[config.mk]
export PLATFORM = sky130hd
export DESIGN_NAME = tone_sequencer
export DESIGN_NICKNAME = d
export VERILOG_FILES = /design/src/rtl/tone_sequencer.sv
export SDC_FILE = /design/constraint.sdc
export NUM_CORES = 1
export LEC_CHECK = 0
export BUFFER_PORTS_ARGS = -buffer_cell sky130_fd_sc_hd__buf_4
export CAP_MARGIN = 20
export CORE_ASPECT_RATIO = 0.75
export CORE_MARGIN = 10
export CORE_UTILIZATION = 45
export DETAILED_ROUTE_END_ITERATION = 8
export PLACE_DENSITY = 0.64
export SKIP_CTS_REPAIR_TIMING = 1
export SYNTH_ARGS = -nofsm -noshare
export SYNTH_HDL_FRONTEND = slang
export SYNTH_SLANG_ARGS = --single-unit
[constraint.sdc]
create_clock -name clk -period 17.9 [get_ports clk]
set_clock_uncertainty 0.1 [all_clocks]
set_input_delay 3.58 -clock clk [delete_from_list [all_inputs] [get_ports clk]]
set_output_delay 3.58 -clock clk [all_outputs]
set_load 0.05 [all_outputs]
[src/rtl/tone_sequencer.sv]
// Programmable STEPS-entry buzzer melody player: one table divisor per tempo step on bz1.
// Optional build macro NOTE_GAP_EN silences the last TICKS/8 clocks of every step.
module tone_sequencer #(
  parameter int CLK_HZ   = 50000000,
  parameter int TEMPO_HZ = 4,
  parameter int STEPS    = 8,
  parameter int DIV_W    = 27,
  localparam int AW      = $clog2(STEPS)
) (
  input  logic             clk,
  input  logic             rst,
  input  logic             start,
  input  logic             stop,
  input  logic             loop,
  input  logic             wr_en,
  input  logic [AW-1:0]    wr_addr,
  input  logic [DIV_W-1:0] wr_div,
  output logic             bz1,
  output logic             busy,
  output logic             done,
  output logic [AW-1:0]    step_idx
);

  localparam int TICKS = CLK_HZ / TEMPO_HZ;
  localparam int TW    = $clog2(TICKS);

  typedef enum logic {IDLE, PLAY} state_t;

  state_t           state;
  logic [DIV_W-1:0] tbl [STEPS];
  logic [DIV_W-1:0] div_q;
  logic [DIV_W-1:0] tone_cnt;
  logic [TW-1:0]    tempo_cnt;
  logic             last_step;
  logic             step_end;
  logic             tone_hit;
  logic [AW-1:0]    next_idx;

  assign last_step = (step_idx == AW'(STEPS - 1));
  assign step_end  = (tempo_cnt == TW'(TICKS - 1));
  assign tone_hit  = (div_q != '0) && (tone_cnt == div_q - DIV_W'(1));
  assign next_idx  = last_step ? '0 : step_idx + AW'(1);

`ifdef NOTE_GAP_EN
  // Gap covers the final TICKS/8 cycles, so silence is scheduled one edge early.
  logic in_gap;
  assign in_gap = (tempo_cnt >= TW'(TICKS - TICKS / 8 - 1));
`endif

  // NOTE: the table must read back as zero after reset, so it is built from
  // resettable flops rather than an inferred RAM (which cannot be reset).
  always_ff @(posedge clk or posedge rst) begin
    if (rst) begin
      for (int i = 0; i < STEPS; i++) tbl[i] <= '0;
    end else if (wr_en) begin
      tbl[wr_addr] <= wr_div;
    end
  end

  // NOTE: every register here uses non-blocking assignment, so a table write and
  // a step load on the same edge see the old table value.
  always_ff @(posedge clk or posedge rst) begin
    if (rst) begin
      state     <= IDLE;
      bz1       <= 1'b0;
      busy      <= 1'b0;
      done      <= 1'b0;
      step_idx  <= '0;
      div_q     <= '0;
      tone_cnt  <= '0;
      tempo_cnt <= '0;
    end else begin
      done <= 1'b0;
      case (state)
        IDLE: begin
          bz1 <= 1'b0;
          if (start && !stop) begin
            state     <= PLAY;
            busy      <= 1'b1;
            step_idx  <= '0;
            div_q     <= tbl[0];
            tone_cnt  <= '0;
            tempo_cnt <= '0;
          end
        end
        PLAY: begin
          if (stop) begin
            state    <= IDLE;
            busy     <= 1'b0;
            bz1      <= 1'b0;
            step_idx <= '0;
          end else if (step_end) begin
            tempo_cnt <= '0;
            tone_cnt  <= '0;
            bz1       <= 1'b0;
            if (last_step && !loop) begin
              state    <= IDLE;
              busy     <= 1'b0;
              done     <= 1'b1;
              step_idx <= '0;
            end else begin
              step_idx <= next_idx;
              div_q    <= tbl[next_idx];
            end
`ifdef NOTE_GAP_EN
          end else if (in_gap) begin
            tempo_cnt <= tempo_cnt + TW'(1);
            tone_cnt  <= '0;
            bz1       <= 1'b0;
`endif
          end else begin
            tempo_cnt <= tempo_cnt + TW'(1);
            if (tone_hit) begin
              bz1      <= ~bz1;
              tone_cnt <= '0;
            end else begin
              tone_cnt <= tone_cnt + DIV_W'(1);
            end
          end
        end
        default: state <= IDLE;
      endcase
    end
  end

endmodule
==> results of run 1 <==
-- per-layer routing --
metal | up-vias | GRT usage | share of wire
met2 | 150 | 0.248 | 0.45
met4 | 0 | 0.0321 | 0.015
met3 | 42 | 0.0249 | 0.035
met1 | 5266 | 0.242 | 0.50
met5 | - | 0 | 0
li1 | 4731 | - | -
-- area by class of cell --
class | count | area (um2) | share of cell area
multi-input combinational | 876 | 7460 | 0.436
tap | 450 | 563 | 0.0329
clock buffer | 46 | 922 | 0.0539
timing repair buffer | 58 | 448 | 0.0262
inverter | 11 | 48.8 | 0.00285
clock inverter | 9 | 139 | 0.00811
sequential | 301 | 7530 | 0.440
-- flip-flops by register name (all words and copies together) (netlist names) --
signal and flops:
bz1 1, step_idx 3, state 1, tbl 216, div_q 27, tempo_cnt 24
tone_cnt 27, done 1, busy 1
-- cell families (layout without fill, tap and decap cells) --
logic type               after synthesis  in the layout  synth area share
AND/OR/NAND/NOR                      344            344             0.120
buffers and inverters                 94            124            0.0249
XOR/XNOR                              38             38            0.0217
flip-flops                           301            301             0.491
adder cells (fa/ha/maj)                5              5           0.00408
multiplexers                         302            302             0.259
AO/OA/AOI/OAI                        187            187            0.0789
-- power groups by stage --
stage | logic (uW) | registers (uW) | clock network [uW]
2_1_floorplan | 304 | 875 | 0
3_3_place_gp | 361 | 897 | 0
3_5_place_dp | 372 | 904 | 0
4_1_cts | 373 | 892 | 688
5_1_grt | 410 | 910 | 716
6_report | 370 | 893 | 675
-- layout by cell type, fill, tap and decap left out, types with 5 or more instances in the layout --
| cell | netlist | layout |
|---|---|---|
| dfrtp_1 | 301 | 300 |
| mux2_2 | 217 | 217 |
| nand2_1 | 130 | 130 |
| o21ai_0 | 93 | 93 |
| buf_4 | 1 | 57 |
| mux4_2 | 54 | 54 |
| nand3_1 | 35 | 35 |
| mux2i_1 | 31 | 31 |
| clkbuf_16 | 0 | 31 |
| nor2_1 | 30 | 29 |
| nor3_1 | 28 | 26 |
| xor2_1 | 23 | 23 |
| a21oi_1 | 22 | 22 |
| and3_1 | 19 | 19 |
| xnor2_1 | 15 | 15 |
| a211oi_1 | 15 | 15 |
| nand4_1 | 13 | 13 |
| and4_1 | 10 | 10 |
| inv_1 | 11 | 10 |
| nor4_1 | 9 | 9 |
| o31ai_1 | 9 | 9 |
| clkbuf_8 | 0 | 9 |
| nand2b_1 | 8 | 8 |
| nand4b_1 | 8 | 8 |
| o211ai_2 | 8 | 8 |
| or4_1 | 7 | 7 |
| and2_1 | 7 | 7 |
| o211ai_1 | 7 | 7 |
| or3_1 | 6 | 6 |
| nor2b_1 | 7 | 6 |
| clkbuf_1 | 66 | 6 |
| nor3_2 | 3 | 5 |
| nor3b_1 | 7 | 5 |
-- path summary, 6_finish.rpt --
kind / start / endpoint / slack [ns] / cells past startpoint
max in group asynchronous: rst / tbl[135]$_DFFE_PP0P_ / 13.16 / 3
worst min-delay path: tbl[13]$_DFFE_PP0P_ / tbl[13]$_DFFE_PP0P_ / 0.40 / 1
worst max register to register: div_q[0]$_DFFE_PP0P_ / bz1$_DFFE_PP0P_ / 13.94 / 10
worst min register to register: tbl[13]$_DFFE_PP0P_ / tbl[13]$_DFFE_PP0P_ / 0.40 / 1
worst max-delay path: start / div_q[19]$_DFFE_PP0P_ / 12.86 / 7
min in group asynchronous: rst / tbl[157]$_DFFE_PP0P_ / 3.09 / 2
-- critical path, cell delays in order --
cell,delay (ns)
buf_4,0.11
nor2_1,0.10
or2_2,0.72
a21oi_1,0.17
nand2_1,0.11
buf_4,0.39
o21ai_0,0.17
-- metrics by stage --
stage / power, uW / cells / cell area [um2] / hold WS (ns)
floorplan: 1180 / 1271 / 15300 / 0.365
global placement: 1260 / 1696 / 16100 / 0.382
detailed placement: 1280 / 1696 / 16100 / 0.387
CTS: 1950 / 1751 / 17100 / 0.401
global route: 2040 / 1751 / 17100 / 0.410
finish: 1940 / 1751 / 17100 / 0.396
==> results.toml, run 1 <==
[layout]
finish.utilization = 0.509
layout-drive-gt1-share = 0.318
diodes = 0
n_fill_cell = 2920
layout-area-overhead-vs-synth_pct = 11.6
num-nets-final = 1320

[logic_synthesis]
async_reset_ff_frac = 1.00
syn_avg_cell_area_um2 = 12.1
ys_warn_count = 0
synthTopCellsByArea = "dfrtp_1 (49%), mux2_2 (16%), mux4_2 (7.9%)"
mappedNetlistArea_um2 = 15300
post-synth-top-count-cell = "dfrtp_1"
synth_sequential_area_ratio = 0.491
yosys_register_bits = 301
yosys_most_used_dff = "dfrtp_1"
synthDominantCellAreaShare = 0.491
synth.distinct_cells = 69
syn-instance-count = 1271
yosys-top-cells-count = "dfrtp_1 (301), mux2_2 (217), nand2_1 (130)"
yosys.area.top_type = "dfrtp_1"
synth_edf_count = 0
total_nets_after_synthesis = 1312

[sta]
grt_setup_unrepaired = "false"
final.period_utilization = 0.281
timing.final.setup_violations = 0
period_minus_slack_ns = 5.04
finalMaxSlewViolations = 0
finalWorstSetupSlack_ns = 12.86
max_slew_margin = 0.207
worstMarginPinSlew_ns = 1.18
timing.setup.tns_ns = 0
report.final.hold_viol_count = 0
fmaxAchievable_mhz = 199

[cts]
tritoncts_clock_tree = "built"
worst_skew_pair.late_latency_ns = 0.58
cts_inserted_buffers = 31
ctsLongestPathBuffers = 3
clk_pin_slew_worst_paths_ns = 0.06
cts.htree.levels = 1
clk_root_buffer_cell = "clkbuf_16"
numClockSinks = 301

[die]
initial_core_util = 0.456
fp.dieArea_um2 = 41900
row_count = 58
io_pins = 42
floorplan.core_area_um2 = 33600
die_x_um = 233
die_h_um = 180

[placed_design]
preCtsSetupSlack_ns = 12.25
hpwl_mm = 21.1
numPortBuffers = 41
weighted_congestion_at_the_end_of_routability_driven_global_placement = 0.850

[run_status]
run_status = "complete, no violations"

[power]
cellInternalPower_uw = 1410
p_sw_uw = 532
power.share.sequential = 0.461
combinational_cell_fraction_of_total_power = 0.191
vdd_ir_drop_max_uv = 89.6
leakagePower_uw = 0.00705
power-per-cell-area_nw_per_um2 = 113
swShare = 0.274
pwr-share-clk = 0.349

[job]
drv_cap = 0

[route]
detail-route-antenna-nets = 0
total_drc_errors_in_the_routed_layout = 0
avgViaCountPerCell = 5.82
dr.pass1.iters = 4
via_count = 10200
avgRoutedWirePerCell_um = 19.6
detailedRoute.firstIterationViolations = 649
wirelength_mm = 34.3

[global_routing]
overflow_left_after_global_routing = 0
antenna_found_initial = 0
first_global_vias = 10200
grt_start_max_net_pins = 172
groute.usage.overall = 0.163
grt_pass1_wl_mm = 56.6

[worst_hold_path]
hp-class = "flop to flop"

[setup_path]
crit_arrival_ns = 5.38
timing.setup.critical_path_class = "input port to flop"
critical_path_required_ns = 18.24
critical_path.max_fanout = 54
endpoint_kind = "flop"
crit_path_launch_type = "input port"
Power figures use the tool's default switching activity.
==> run 2, diff against run 1 <==
- clock period: 17.9 -> 4.7 ns (I/O delays scaled with it)
==> results.toml, run 2 (synthesized netlist as in run 1, its figures left out) <==
[route]
dr.pass1.iters = 7
avgRoutedWirePerCell_um = 19.6
detailedRoute.firstIterationViolations = 780
via_count = 10200
wirelength_mm = 34.6
detail-route-antenna-nets = 0
avgViaCountPerCell = 5.80
total_drc_errors_in_the_routed_layout = 0

[power]
vdd_ir_drop_max_uv = 338
power.share.sequential = 0.461
p_sw_uw = 2010
power-per-cell-area_nw_per_um2 = 428
pwr-share-clk = 0.345
combinational_cell_fraction_of_total_power = 0.194
leakagePower_uw = 0.00711
swShare = 0.273
cellInternalPower_uw = 5360
report.power.total_uw = 7370

[placed_design]
hpwl_mm = 21.8
placed_area_um2 = 16200
numPortBuffers = 41
place_inst = 1709
weighted_congestion_at_the_end_of_routability_driven_global_placement = 0.902

[setup_path]
endpoint_kind = "flop"
crit_path_max_incr_delay_ns = 0.50
cp_cell_sequence = "inv_1 -> ha_1 -> nor4b_2 -> and4_1 -> xnor2_1 -> a211o_1 -> a2111oi_4 -> buf_4 -> o211ai_1 -> or3_1 -> nand2_1"
ff2ff_setup_slack_ns = 0.93
rr_worst_depth = 11
critical_path.max_fanout = 14
crit_start = "div_q[0]$_DFFE_PP0P_"
regToRegEndpoint = "bz1$_DFFE_PP0P_"
timing.setup.critical_path_class = "flop to flop"
crit_path_launch_type = "flop"
reg2reg_from = "div_q[0]$_DFFE_PP0P_"
crit_end = "bz1$_DFFE_PP0P_"
worst_path_max_delay_cell = "nor4b_2"
crit_arrival_ns = 4.18
critical_path_required_ns = 5.11

[sta]
timing.final.setup_violations = 0
report.final.hold_viol_count = 0
holdWs_ns = 0.363
worstMarginPinSlew_ns = 0.905
final.period_utilization = 0.803
grt_setup_unrepaired = "false"
finalMaxSlewViolations = 0
period_minus_slack_ns = 3.77
fmaxAchievable_mhz = 265
max_slew_margin = 0.391
timing.setup.tns_ns = 0

[global_routing]
grt_start_max_net_pins = 102
globalRoute.busiestLayer = "met2"
global_route.usage.met2 = 0.249
first_global_vias = 10100
antenna_found_initial = 0
met1_usage = 0.242
groute.usage.overall = 0.165
grt_pass1_wl_mm = 56.8
use_met3 = 0.0282
overflow_left_after_global_routing = 0

[cts]
worst_skew_pair.late_latency_ns = 0.58
clk_pin_slew_worst_paths_ns = 0.06
cts_inserted_buffers = 30
clk_root_buffer_cell = "clkbuf_16"
tritoncts_clock_tree = "built"
numClockSinks = 301
cts.htree.levels = 1
ctsLongestPathBuffers = 3

[die]
die_h_um = 180
row_count = 58
fp.dieArea_um2 = 41900
floorplan.core_area_um2 = 33600
io_pins = 42
die_x_um = 233
initial_core_util = 0.456

[layout]
diodes = 0
layout_top_registers = "tbl: 216 flops, div_q: 27 flops, tone_cnt: 27 flops"
layout_commonest_cell = "dfrtp_1"
layout-drive-gt1-share = 0.326
register_bank_with_the_most_flops = "tbl"
largest_register_ffs = 216
stdcell_area_um2 = 17200
n_fill_cell = 2920
finish.cell_count_without_fillers = 1764
num-nets-final = 1332
final_cell_mix = "dfrtp_1 (300), mux2_2 (217), nand2_1 (130)"
layout-area-overhead-vs-synth_pct = 12.3

[job]
drv_cap = 0

[worst_hold_path]
hp-class = "input port to async pin"

[run_status]
run_status = "complete, no violations"
## run 2: cell count changes in the layout (fill, tap and decap cells not counted), moves of 2 or more
cell	change
clkinvlp_4	+2
clkbuf_8	-2
clkinv_2	+3
buf_12	+2
buf_4	+11
## run 2: layer usage
layer / up-vias / wire length [um]
met1: 5209 / 16700
met5: - / 0
li1: 4773 / -
met4: 0 / 743
met3: 52 / 1430
met2: 193 / 15700
## run 2: worst min path at each step
stage,depth (start not counted),from,to,slack (ns)
global placement,1,tbl[51]$_DFFE_PP0P_,tbl[51]$_DFFE_PP0P_,0.38
global route,2,rst,tbl[156]$_DFFE_PP0P_,0.40
CTS,2,rst,tbl[53]$_DFFE_PP0P_,0.35
detailed placement,1,tbl[50]$_DFFE_PP0P_,tbl[50]$_DFFE_PP0P_,0.39
floorplan,1,tempo_cnt[3]$_DFFE_PP0P_,tempo_cnt[3]$_DFFE_PP0P_,0.36
finish,2,rst,tbl[156]$_DFFE_PP0P_,0.36
## run 2: critical path: cells and delay by family, from the launching register on
family / cells / cell delay (ns)
buf+inv: 2 / 0.35
flops: 1 / 0.45
xor+xnor: 1 / 0.10
simple gates: 4 / 1.44
fa+ha+maj: 1 / 0.22
compound gates: 3 / 1.05
## run 2: final cells by class
class	instances	area, um2	area share
Timing Repair Buffer	71	571	0.0331
Clock inverter	13	183	0.0106
Multi-Input combinational cell	876	7460	0.433
Sequential cell	301	7530	0.437
Inverter	11	45.0	0.00262
Clock buffer	42	866	0.0503
Tap cell	450	563	0.0327
## run 2: power by group through the flow
stage / clock [uW] / sequential, uW / combinational [uW]
floorplan: 0 / 3330 / 1160
global placement: 0 / 3410 / 1410
detailed placement: 0 / 3440 / 1430
CTS: 2610 / 3390 / 1440
global route: 2710 / 3460 / 1580
finish: 2540 / 3400 / 1430
## run 2: per-stage QoR
stage          worst slack, ns  utilization
6_report                 0.926        0.513
4_1_cts                  0.935        0.513
2_1_floorplan           -0.341            -
3_5_place_dp             0.965        0.481
5_1_grt                  0.639        0.513
3_3_place_gp             0.970        0.481
